`config.mk`:
```
export PLATFORM = sky130hd
export DESIGN_NAME = beat_serializer
export DESIGN_NICKNAME = d
export VERILOG_FILES = /design/src/rtl/beat_serializer.sv
export SDC_FILE = /design/constraint.sdc
export NUM_CORES = 1
export LEC_CHECK = 0
export BUFFER_PORTS_ARGS = -buffer_cell sky130_fd_sc_hd__buf_2
export CAP_MARGIN = 40
export CORE_MARGIN = 2
export CORE_UTILIZATION = 55
export DETAILED_ROUTE_END_ITERATION = 16
export GPL_TIMING_DRIVEN = 0
export PLACE_DENSITY = 0.83
export SLEW_MARGIN = 40
export SYNTH_ARGS = -nofsm -noshare
export SYNTH_HDL_FRONTEND = slang
export SYNTH_SLANG_ARGS = --single-unit
```
`constraint.sdc`:
```
create_clock -name clk -period 9.15 [get_ports clk]
set_clock_uncertainty 0.2 [all_clocks]
set_input_delay 0.915 -clock clk [delete_from_list [all_inputs] [get_ports clk]]
set_output_delay 0.915 -clock clk [all_outputs]
set_load 0.05 [all_outputs]
```
`src/rtl/beat_serializer.sv`:
```
// Wide-to-narrow stream serializer: one IN_W word in, IN_W/OUT_W OUT_W-bit beats out, LSB slice first.
// Optional BEAT_SERIALIZER_LEN_EN adds inLen to shorten a word to inLen+1 beats.
module beat_serializer #(
  parameter int IN_W  = 32,
  parameter int OUT_W = 8
) (
  input  logic             clk,
  input  logic             rstn,
  input  logic             inValid,
  output logic             inReady,
  input  logic [IN_W-1:0]  dIn,
`ifdef BEAT_SERIALIZER_LEN_EN
  input  logic [$clog2((OUT_W > 0) ? (IN_W / OUT_W) : 2)-1:0] inLen,
`endif
  output logic             outValid,
  input  logic             outReady,
  output logic [OUT_W-1:0] dOut,
  output logic             outLast
);

  localparam int NUM_BEATS = (OUT_W > 0) ? (IN_W / OUT_W) : 2;
  localparam int CNT_W     = $clog2(NUM_BEATS);

  if (OUT_W < 1) begin : gBadOutW
    $error("%m: OUT_W must be at least 1");
  end
  if ((OUT_W > 0) && (IN_W % OUT_W != 0)) begin : gBadRatio
    $error("%m: IN_W must be an integer multiple of OUT_W");
  end
  if (NUM_BEATS < 2) begin : gBadBeats
    $error("%m: IN_W/OUT_W must be at least 2");
  end

  typedef enum logic {IDLE, SEND} state_t;

  state_t           state;
  logic [CNT_W-1:0] cnt;
  logic [CNT_W-1:0] finalCnt;
  logic [CNT_W-1:0] loadLen;
  logic [CNT_W-1:0] cntNext;
  logic [IN_W-1:0]  shiftReg;
  logic [IN_W-1:0]  shifted;
  logic             xferOut;
  logic             lastXfer;
  logic             load;

  assign xferOut  = outValid && outReady;
  assign lastXfer = xferOut && outLast;
  // The last beat leaving frees the slot in the same cycle, so words stream without a bubble.
  assign inReady  = rstn && ((state == IDLE) || lastXfer);
  assign load     = inValid && inReady;
  assign cntNext  = cnt + CNT_W'(1);
  assign shifted  = shiftReg >> OUT_W;

`ifdef BEAT_SERIALIZER_LEN_EN
  always_comb begin
    loadLen = inLen;
    if (int'(inLen) > NUM_BEATS - 1) loadLen = CNT_W'(NUM_BEATS - 1);
  end
`else
  assign loadLen = CNT_W'(NUM_BEATS - 1);
`endif

  always_ff @(posedge clk or negedge rstn) begin
    if (!rstn) begin
      state    <= IDLE;
      cnt      <= '0;
      finalCnt <= '0;
      outValid <= 1'b0;
      outLast  <= 1'b0;
    end else if (load) begin
      state    <= SEND;
      cnt      <= '0;
      finalCnt <= loadLen;
      outValid <= 1'b1;
      outLast  <= (loadLen == '0);
    end else if (lastXfer) begin
      state    <= IDLE;
      cnt      <= '0;
      outValid <= 1'b0;
      outLast  <= 1'b0;
    end else if (xferOut) begin
      cnt      <= cntNext;
      outLast  <= (cntNext == finalCnt);
    end
  end

  // Payload registers carry no reset; their contents are qualified by outValid.
  always_ff @(posedge clk) begin
    if (load) begin
      shiftReg <= dIn;
      dOut     <= dIn[OUT_W-1:0];
    end else if (xferOut && !outLast) begin
      shiftReg <= shifted;
      dOut     <= shifted[OUT_W-1:0];
    end
  end

endmodule

```
==> results.md, run 1 <==
* CP Cell Sequence: buf_2 -> a21boi_4 -> nor2b_1 -> buf_2
* RSZ-0062 raised after global routing: false
* GPL Wtd Cong at 0.652
* First-pass GRT wire length at about 4200 um
* Clock transition at path regs at 0.10 ns
* Via count at 962
* Post-CTS Resized at 0
* Crit Path Max Fanout at 4
* Status: finished, final reports clean
* P per Cell Area at 328 nW/um^2
* Switching Share at around 34%
* Largest net degree at the start of global routing at 20
* CP required at about 8 ns
* DRC viols at 0
* Number of global-route vias before repair at a little over 1000
* Sequential fraction of design power at between 40 and 50%
* Final-layout fill cell count at ~220
* Setup violators final at 0
* Met2 usage at roughly 30%
* Layout cells sized above 1 at around 60%
* Post-synth cell types at 21
* Die height at roughly 60 um
* Final WL at around 2600 um
* Worst setup path class: in2out
* CTS sink count at 37
* Async set or reset register ratio after synthesis at 13.5%
* EDFF count, synth at 32
* Seq cells post-synth at 37
* Grt ovf at 0
* Min cycle time layout at between 2 and 3 ns
* Design Area, Final at just over 2000 um^2
* DRT antenna net count at 0
* Max-slew violations at 0
* Root Driver: clkbuf_4
* Net Count, Synth at about 140
* Crit-path slowest cell: a21boi_4
* DR pass1 iterations at 3
* Worst path arrival time at 1.60 ns
* Yosys warns at 0
* CP most frequent cell: buf_2
* # hold bufs at CTS at 0
* Combinational power share at 42.0%
* Period utilisation layout at roughly 30%
* Max-Cap Viols at 0
* TritonCTS clock tree: done
* Fin worst setup slack at around 6.4 ns
* Initial DRC count at 11
* Grt met1 use at 17.7%
* Crit. End Element: output pin
* Number of placed instances, taps included at roughly 180
* Seq/Total Area, Yosys at between 60 and 70%
* Core area at roughly 3000 um^2
* Mapped Area at 1700 um^2
* Via-to-Cell Ratio at about 5.1
* Synth-to-Final Area Change at 21.8%
* Setup repair bufs after CTS at 0
* Clock Latency Late Sink at about 0.34 ns
* Final Hold Viols at 0
* CTS buffer count at 5
* Die Area at about 3500 um^2
* CTS Buffer Depth at 2
* Grt met3 use at 7.21%
* Fmax at 369 MHz
* Critical path's largest stage delay at between 0.2 and 0.3 ns
* WL/cell at approximately 14 um
* Gate count of the mapped netlist at 99
* Initial Util at 56.5%
* DP Area at 2010 um^2
* Layout Nets at roughly 190
* Diodes inserted at 0
* Io pins at 47
* Post-DP HPWL at 1920 um
* Initial antenna violation count at 0
* Gr busiest metal: met2
* Slew headroom at 62.9%
* IO buf count at 46
* Htree depth at 2
* Startpoint Class: input pin
* Worst slew pin tran at ~0.55 ns
* Synth Flop Type: edfxtp_1
* Pre-CTS setup slack at ~6.4 ns
* GR Util All Layers at roughly 17%
* Hold Crit Class: in2async
* Pint at approximately 450 uW
* Post-route setup TNS at 0 ns
* Cell leakage power at ~0.0009 uW
* Syn_area_per_cell at approximately 17 um^2
* Std-Cell Rows at 20
* Die W at between 50 and 60 um
* Max IR drop VDD at between 200 and 250 uV
* Clk pwr share at 12.8%
* Psw at 232 uW
* Finished Layout Cells at 187
==> routing by layer <==
metal | wire length, um | vias to the layer above
met5 | 0 | -
met4 | 34 | 0
met3 | 203 | 5
met2 | 1390 | 39
met1 | 978 | 455
li1 | - | 463
==> placed cells by master, fill, tap and decap left out, types with 2 or more instances in the layout <==
master | Yosys | layout
and2_1 | 8 | 8
buf_2 | 1 | 47
buf_4 | 8 | 8
clkbuf_4 | 0 | 5
dfrtp_1 | 5 | 5
edfxtp_1 | 32 | 32
mux2_2 | 6 | 6
mux2_4 | 18 | 18
nand2_1 | 5 | 5
o22ai_1 | 2 | 2
or2_2 | 2 | 2
==> per-stage QoR <==
| step | power [uW] | utilization, % | hold WS [ns] |
|---|---|---|---|
| 2_1_floorplan | 530 | - | 0.260 |
| 3_3_place_gp | 572 | 65.6 | 0.273 |
| 3_5_place_dp | 598 | 66.9 | 0.300 |
| 4_1_cts | 684 | 68.9 | 0.175 |
| 5_1_grt | 713 | 68.9 | 0.163 |
| 6_report | 678 | 68.9 | 0.182 |
==> cells in the mapped netlist (all sizes together), types with 2 or more instances <==
master | instances | area (um^2)
or2 | 2 | 12.5
nor2 | 2 | 23.8
buf | 11 | 91.3
dfrtp | 5 | 125
o21ai | 2 | 10.0
and2 | 8 | 50.1
o22ai | 2 | 12.5
nand2 | 5 | 18.8
edfxtp | 32 | 961
mux2 | 24 | 338
==> area by class of cell <==
cell class	count	area, um^2	area share, %
clock buffers	6	51.3	2.48
clock inverters	2	8.76	0.423
well taps	33	41.3	2.00
plain buffers	11	91.3	4.42
flip-flops and latches	37	1090	52.5
repair buffers	47	258	12.5
multi-input cells	51	532	25.7
==> flip-flops by register name (all words and copies together), names as in the netlist <==
| signal | count |
|---|---|
| shiftReg | 25 |
| finalCnt | 1 |
| dOut | 7 |
| state | 1 |
| cnt | 2 |
| outLast | 1 |
==> critical path, delay by kind of cell <==
| kind | cells | cell delay [ns] |
|---|---|---|
| compound gates | 1 | 0.27 |
| simple gates | 1 | 0.07 |
| buf+inv | 2 | 0.33 |
==> worst paths after layout <==
kind,startpoint,endpoint,slack [ns],cells after the start
max,outReady,inReady,6.44,4
max reg2reg,outLast,shiftReg[11],7.31,3
min,rstn,finalCnt[0],0.18,1
min reg2reg,finalCnt[0],finalCnt[0],0.32,1
max in group asynchronous,rstn,outLast,8.42,1
min in group clk,finalCnt[0],finalCnt[0],0.32,1
==> power groups by stage <==
stage	registers (uW)	logic (uW)	clock network, uW
after floorplan	323	207	0
after global placement	313	259	0
after detailed placement	312	287	0
after CTS	308	287	89.2
after global routing	312	304	96.4
final	307	285	86.6
==> cell families after synthesis <==
kind of cell	synth area share, %
XOR/XNOR	0.516
AO/OA/AOI/OAI	2.73
buffers and inverters	5.38
flip-flops	64.0
AND/OR/NAND/NOR	7.52
multiplexers	19.9
No activity file was read; power rests on OpenSTA's default activity.
==> run 2: changes to the inputs <==
ABC_AREA = 1   (was not set)
CORE_UTILIZATION = 51   (was 55)
PLACE_DENSITY = 0.78   (was 0.83)
clock period = 2.6 ns   (was 9.15 ns; I/O delays follow)
==> results.md, run 2 <==
* Clk pwr share at about an eighth
* Syn_area_per_cell at approximately 10 um^2
* Die W at about 62 um
* Hold Crit Class: in2reg
* Fin worst setup slack at ~0.35 ns
* DR pass1 iterations at 4
* Seq cells post-synth at 37
* Commonest cells after routing, fill and taps aside: 59 x nand2_1, 49 x buf_2, 32 x edfxtp_1
* CTS Buffer Depth at 2
* DP Area at a little over 2000 um^2
* Layout Nets at between 200 and 300
* Via count at between 1000 and 1500
* Mapped Area at between 1500 and 2000 um^2
* Net Count, Synth at ~210
* Max FFs per register at 25
* Setup violators final at 0
* Clock Latency Late Sink at approximately 0.34 ns
* Core area at roughly 3300 um^2
* Switching Share at between 30% and 40%
* DRT antenna net count at 0
* Startpoint Class: input pin
* Most frequent cell after synthesis: nand2_1
* WL/cell at ~11 um
* Die height at 61.9 um
* GR Util All Layers at between 10% and 20%
* Worst slew pin tran at approximately 0.59 ns
* Max-slew violations at 0
* CTS sink count at 37
* Synth-to-Final Area Change at 23.8%
* Htree depth at 2
* Worst setup path class: in2out
* P per Cell Area at 1000 nW/um^2
* Most common cell after layout, fill and taps aside: nand2_1
* Die Area at around 3800 um^2
* Sequential fraction of design power at approximately 48%
* Crit. End Element: output pin
* Layout cells sized above 1 at a little under a third
* Period utilisation layout at between 80 and 90%
* Post-CTS Resized at 0
* Seq/Total Area, Yosys at a little under two thirds
* Setup repair bufs after CTS at 0
* Worst path arrival time at approximately 1.8 ns
* Via-to-Cell Ratio at about 4.6
* Io pins at 47
* Cell leakage power at 0.00104 uW
* Largest Register: shiftReg
* Pint at roughly 1300 uW
* Min cycle time layout at roughly 2.3 ns
* Initial antenna violation count at 0
* Root Driver: clkbuf_4
* Initial Util at ~52%
* Hold path depth at 3
* RSZ-0062 raised after global routing: false
* Synth top area cells: edfxtp_1 56%, nand2_1 13%, nand3_1 8.8%
* DRC viols at 0
* Final WL at ~3000 um
* Share of the synthesized area in the top cell type at a little under three fifths
* CTS buffer count at 5
* Post-route setup TNS at 0 ns
* Async set or reset register ratio after synthesis at between 10 and 15%
* Post-synth cell types at 15
* Slew headroom at between 60% and 70%
* Status: finished, final reports clean
* Largest net degree at the start of global routing at 19
* Max IR drop VDD at around 460 uV
* Top Registers: shiftReg: 25 flops, dOut: 7 flops, cnt: 2 flops
* Number of global-route vias before repair at between 1000 and 1500
* Yosys warns at 0
* Final Hold Viols at 0
* Synth Flop Type: edfxtp_1
* Synth area leader: edfxtp_1
* IO buf count at between 40 and 50
* Commonest cells in the netlist: 59 x nand2_1, 32 x edfxtp_1, 30 x nand3_1
* Fin Hold WS at roughly 0.015 ns
* Combinational power share at approximately two fifths
* Pre-CTS setup slack at 0.569 ns
* CP required at approximately 2.1 ns
* Crit Path Max Fanout at 10
* Post-DP HPWL at around 2200 um
* First-pass GRT wire length at between 4000 and 5000 um
* TritonCTS clock tree: done
* Std-Cell Rows at 21
* Grt ovf at 0
* Fmax at between 400 and 500 MHz
* Tot Pwr at around 2100 uW
* GPL Wtd Cong at just over 0.7
* Max-Cap Viols at 0
* Clock transition at path regs at approximately 0.1 ns
* Gate count of the mapped netlist at between 150 and 200
* Design Area, Final at around 2100 um^2
* EDFF count, synth at 32
* Worst r2r path cells at 6
* Diodes inserted at 0
* Initial DRC count at 58
* Psw at just over 800 uW
-- run 2: cell count changes after synthesis, moves of 2 or more --
cell / delta
nand2_1: +54
nand3_1: +30
mux2_4: -18
inv_1: +14
nor2_1: +9
and2_1: -8
mux2_2: -6
buf_2: +3
buf_6: +2
o22ai_1: -2
or2_2: -2
-- run 2: repair_timing --
action	in CTS	in global routing
hold buffers	1	4
hold endpoints to repair	5	4
endpoints found under the setup margin	0	0
-- run 2: cell families (layout without fill, tap and decap cells) --
kind of cell | count (synthesis) | after routing | share of synthesized area, %
AO/OA/AOI/OAI | 4 | 4 | 1.68
buffers and inverters | 31 | 89 | 10.4
flip-flops | 37 | 37 | 63.5
AND/OR/NAND/NOR | 100 | 100 | 24.5
-- run 2: stage by stage --
| stage | util (%) | cells |
|---|---|---|
| 5_1_grt | 64.5 | 276 |
| 3_5_place_dp | 61.5 | 264 |
| 2_1_floorplan | - | 172 |
| 4_1_cts | 63.3 | 272 |
| 3_3_place_gp | 60.8 | 263 |
| 6_report | 64.5 | 276 |
-- run 2: path summary, 6_finish.rpt --
path,from,end,slack (ns)
max,rstn,inReady,0.35
min,dIn[1],dOut[1],0.02
max reg2reg,state,shiftReg[25],0.56
min reg2reg,finalCnt[0],finalCnt[0],0.32
max in group asynchronous,rstn,outLast,1.99
min in group asynchronous,rstn,cnt[0],0.06
-- run 2: worst max-delay path: stages --
cell and delay [ns]:
dlygate4sd3_1 0.52, buf_2 0.19, a21boi_2 0.37, buf_6 0.19
buf_2 0.27
-- run 2: per-layer routing --
layer / track usage (%) / part of all wire (%) / vias up
met5: 0 / 0 / -
met4: 7.29 / 1.3 / 0
met3: 6.42 / 5.3 / 4
met2: 29.8 / 52 / 36
met1: 20.8 / 41 / 557
li1: - / - / 671
-- run 2: layout make-up --
cell class | instances | area, um^2
plain buffers | 17 | 125
clock buffers | 5 | 37.5
clock inverters | 2 | 11.3
fillers | 281 | 1160
inverters | 14 | 52.6
multi-input cells | 104 | 459
flip-flops and latches | 37 | 1090
well taps | 46 | 57.6
repair buffers | 51 | 290
-- run 2: power groups by stage --
stage / Sequential, uW / Clock (uW) / Combinational (uW)
6_report: 1010 / 276 / 832
4_1_cts: 1020 / 277 / 834
2_1_floorplan: 1070 / 0 / 592
5_1_grt: 1030 / 316 / 935
3_3_place_gp: 1020 / 0 / 786
3_5_place_dp: 1030 / 0 / 831
==> run 3: changes to the inputs <==
ABC_AREA = not set   (was 1)
==> results.md, run 3 (synthesis results as in run 1) <==
* Status: finished, final reports clean
* Worst setup path class: in2reg
* Max-Cap Viols at 0
* Top Registers: shiftReg: 25 flops, dOut: 7 flops, cnt: 2 flops
* Worst slew pin tran at approximately 0.56 ns
* Clock transition at path regs at about 0.10 ns
* WL/cell at 12.4 um
* Finished Layout Cells at approximately 210
* Core area at 3100 um^2
* Number of placed instances, taps included at 190
* Initial Util at 54.7%
* Die W at between 60 and 70 um
* Met2 usage at between 20% and 30%
* Pre-CTS setup slack at just over 0.7 ns
* Die Area at ~3800 um^2
* Max IR drop VDD at between 800 and 900 uV
* DRT antenna net count at 0
* Largest net degree at the start of global routing at 19
* Worst setup path start: rstn
* Fin Hold WS at approximately 0.016 ns
* Grt ovf at 0
* Commonest cells after routing, fill and taps aside: 47 x buf_2, 32 x edfxtp_1, 18 x mux2_4
* Via count at approximately 980
* Std-Cell Rows at 20
* Max FFs per register at 25
* Most common cell after layout, fill and taps aside: buf_2
* Fmax at approximately 490 MHz
* Worst path arrival time at 1.91 ns
* Final-layout fill cell count at between 200 and 250
* DRC viols at 0
* Max-slew violations at 0
* Crit. End Element: register
* Final WL at ~2600 um
* CTS sink count at 37
* Fin worst setup slack at 0.546 ns
* Diodes inserted at 0
* Startpoint Class: input pin
* Slew headroom at roughly 63%
* Root Driver: clkbuf_4
* Initial DRC count at 7
* Htree depth at 2
* Design Area, Final at 2180 um^2
* Final Hold Viols at 0
* Die height at 61.7 um
* Synth-to-Final Area Change at 28.6%
* DR pass1 iterations at 2
* CTS buffer count at 5
* Io pins at 47
* Crit Path Max Fanout at 18
* RSZ-0062 raised after global routing: false
* IO buf count at 46
* Post-route setup TNS at 0 ns
* Layout cells sized above 1 at a little under three fifths
* Gr busiest metal: met2
* Clock Latency Late Sink at 0.33 ns
* First-pass GRT wire length at a little over 4000 um
* P per Cell Area at ~1100 nW/um^2
* CTS Buffer Depth at 2
* DP Area at 2020 um^2
* Setup violators final at 0
* Post-CTS Resized at 0
* GR Util All Layers at roughly 16%
* Layout Nets at 200
* Post-DP HPWL at ~1800 um
* Grt met1 use at between 10% and 20%
* TritonCTS clock tree: done
* R2R Path Start: outLast
* CP required at 2.46 ns
* GPL Wtd Cong at 0.654
* Largest Register: shiftReg
* Number of global-route vias before repair at 951
* Cell leakage power at 0.000941 uW
* Min cycle time layout at approximately 2.1 ns
* Hold Crit Class: in2reg
* Period utilisation layout at ~79%
* Hold_sp: dIn[24]
* Via-to-Cell Ratio at 4.67
* Grt met3 use at 5.18%
* Initial antenna violation count at 0
[run 3: cell types whose count changed in the layout (fill, tap and decap cells not counted), moves of 6 or more]
cell,before,now
nor2_1,10,1
and2_1,0,8
mux2_4,0,18
mux2_2,0,6
dlygate4sd3_1,5,11
nand2_1,59,5
inv_1,14,0
nand3_1,30,0
[run 3: per-stage QoR]
step / utilization (%) / total power, uW
floorplan: - / 1860
global placement: 64.0 / 2000
detailed placement: 65.2 / 2090
CTS: 70.4 / 2390
global route: 70.4 / 2490
finish: 70.4 / 2370
[run 3: critical path, cell delays in order]
cell and delay [ns]:
dlygate4sd3_1 0.52, buf_2 0.18, nand2_1 0.21, o21ai_4 0.51, buf_16 0.22
[run 3: where the power goes]
part           switching (uW)  internal (uW)
Sequential               86.3            986
Clock                     180            103
Combinational             545            465
[run 3: area by class of cell]
cell class,instances,area [um^2],area share [%]
repair buffers,58,368,16.8
clock buffers,6,41.3,1.89
clock inverters,2,10.0,0.458
multi-input cells,51,532,24.4
well taps,44,55.1,2.52
plain buffers,11,91.3,4.18
flip-flops and latches,37,1090,49.7
[run 3: metal layers]
metal	routed length (um)	up-vias
li1	-	485
met1	1050	448
met2	1310	36
met3	179	7
met4	56	0
met5	0	-
[run 3: timing repair]
item / 4_1_cts / 5_1_grt
buffers inserted: 0 / 0
hold endpoints to repair: 15 / 0
hold buffers: 11 / 0
[run 3: worst paths after layout]
path / to / cells past startpoint / slack [ns]
min reg2reg: finalCnt[0] / 1 / 0.30
min: shiftReg[24] / 2 / 0.02
max in group asynchronous: cnt[1] / 2 / 1.98
max: dOut[4] / 5 / 0.55
max reg2reg: dOut[4] / 3 / 0.79
min in group asynchronous: finalCnt[0] / 2 / 0.07
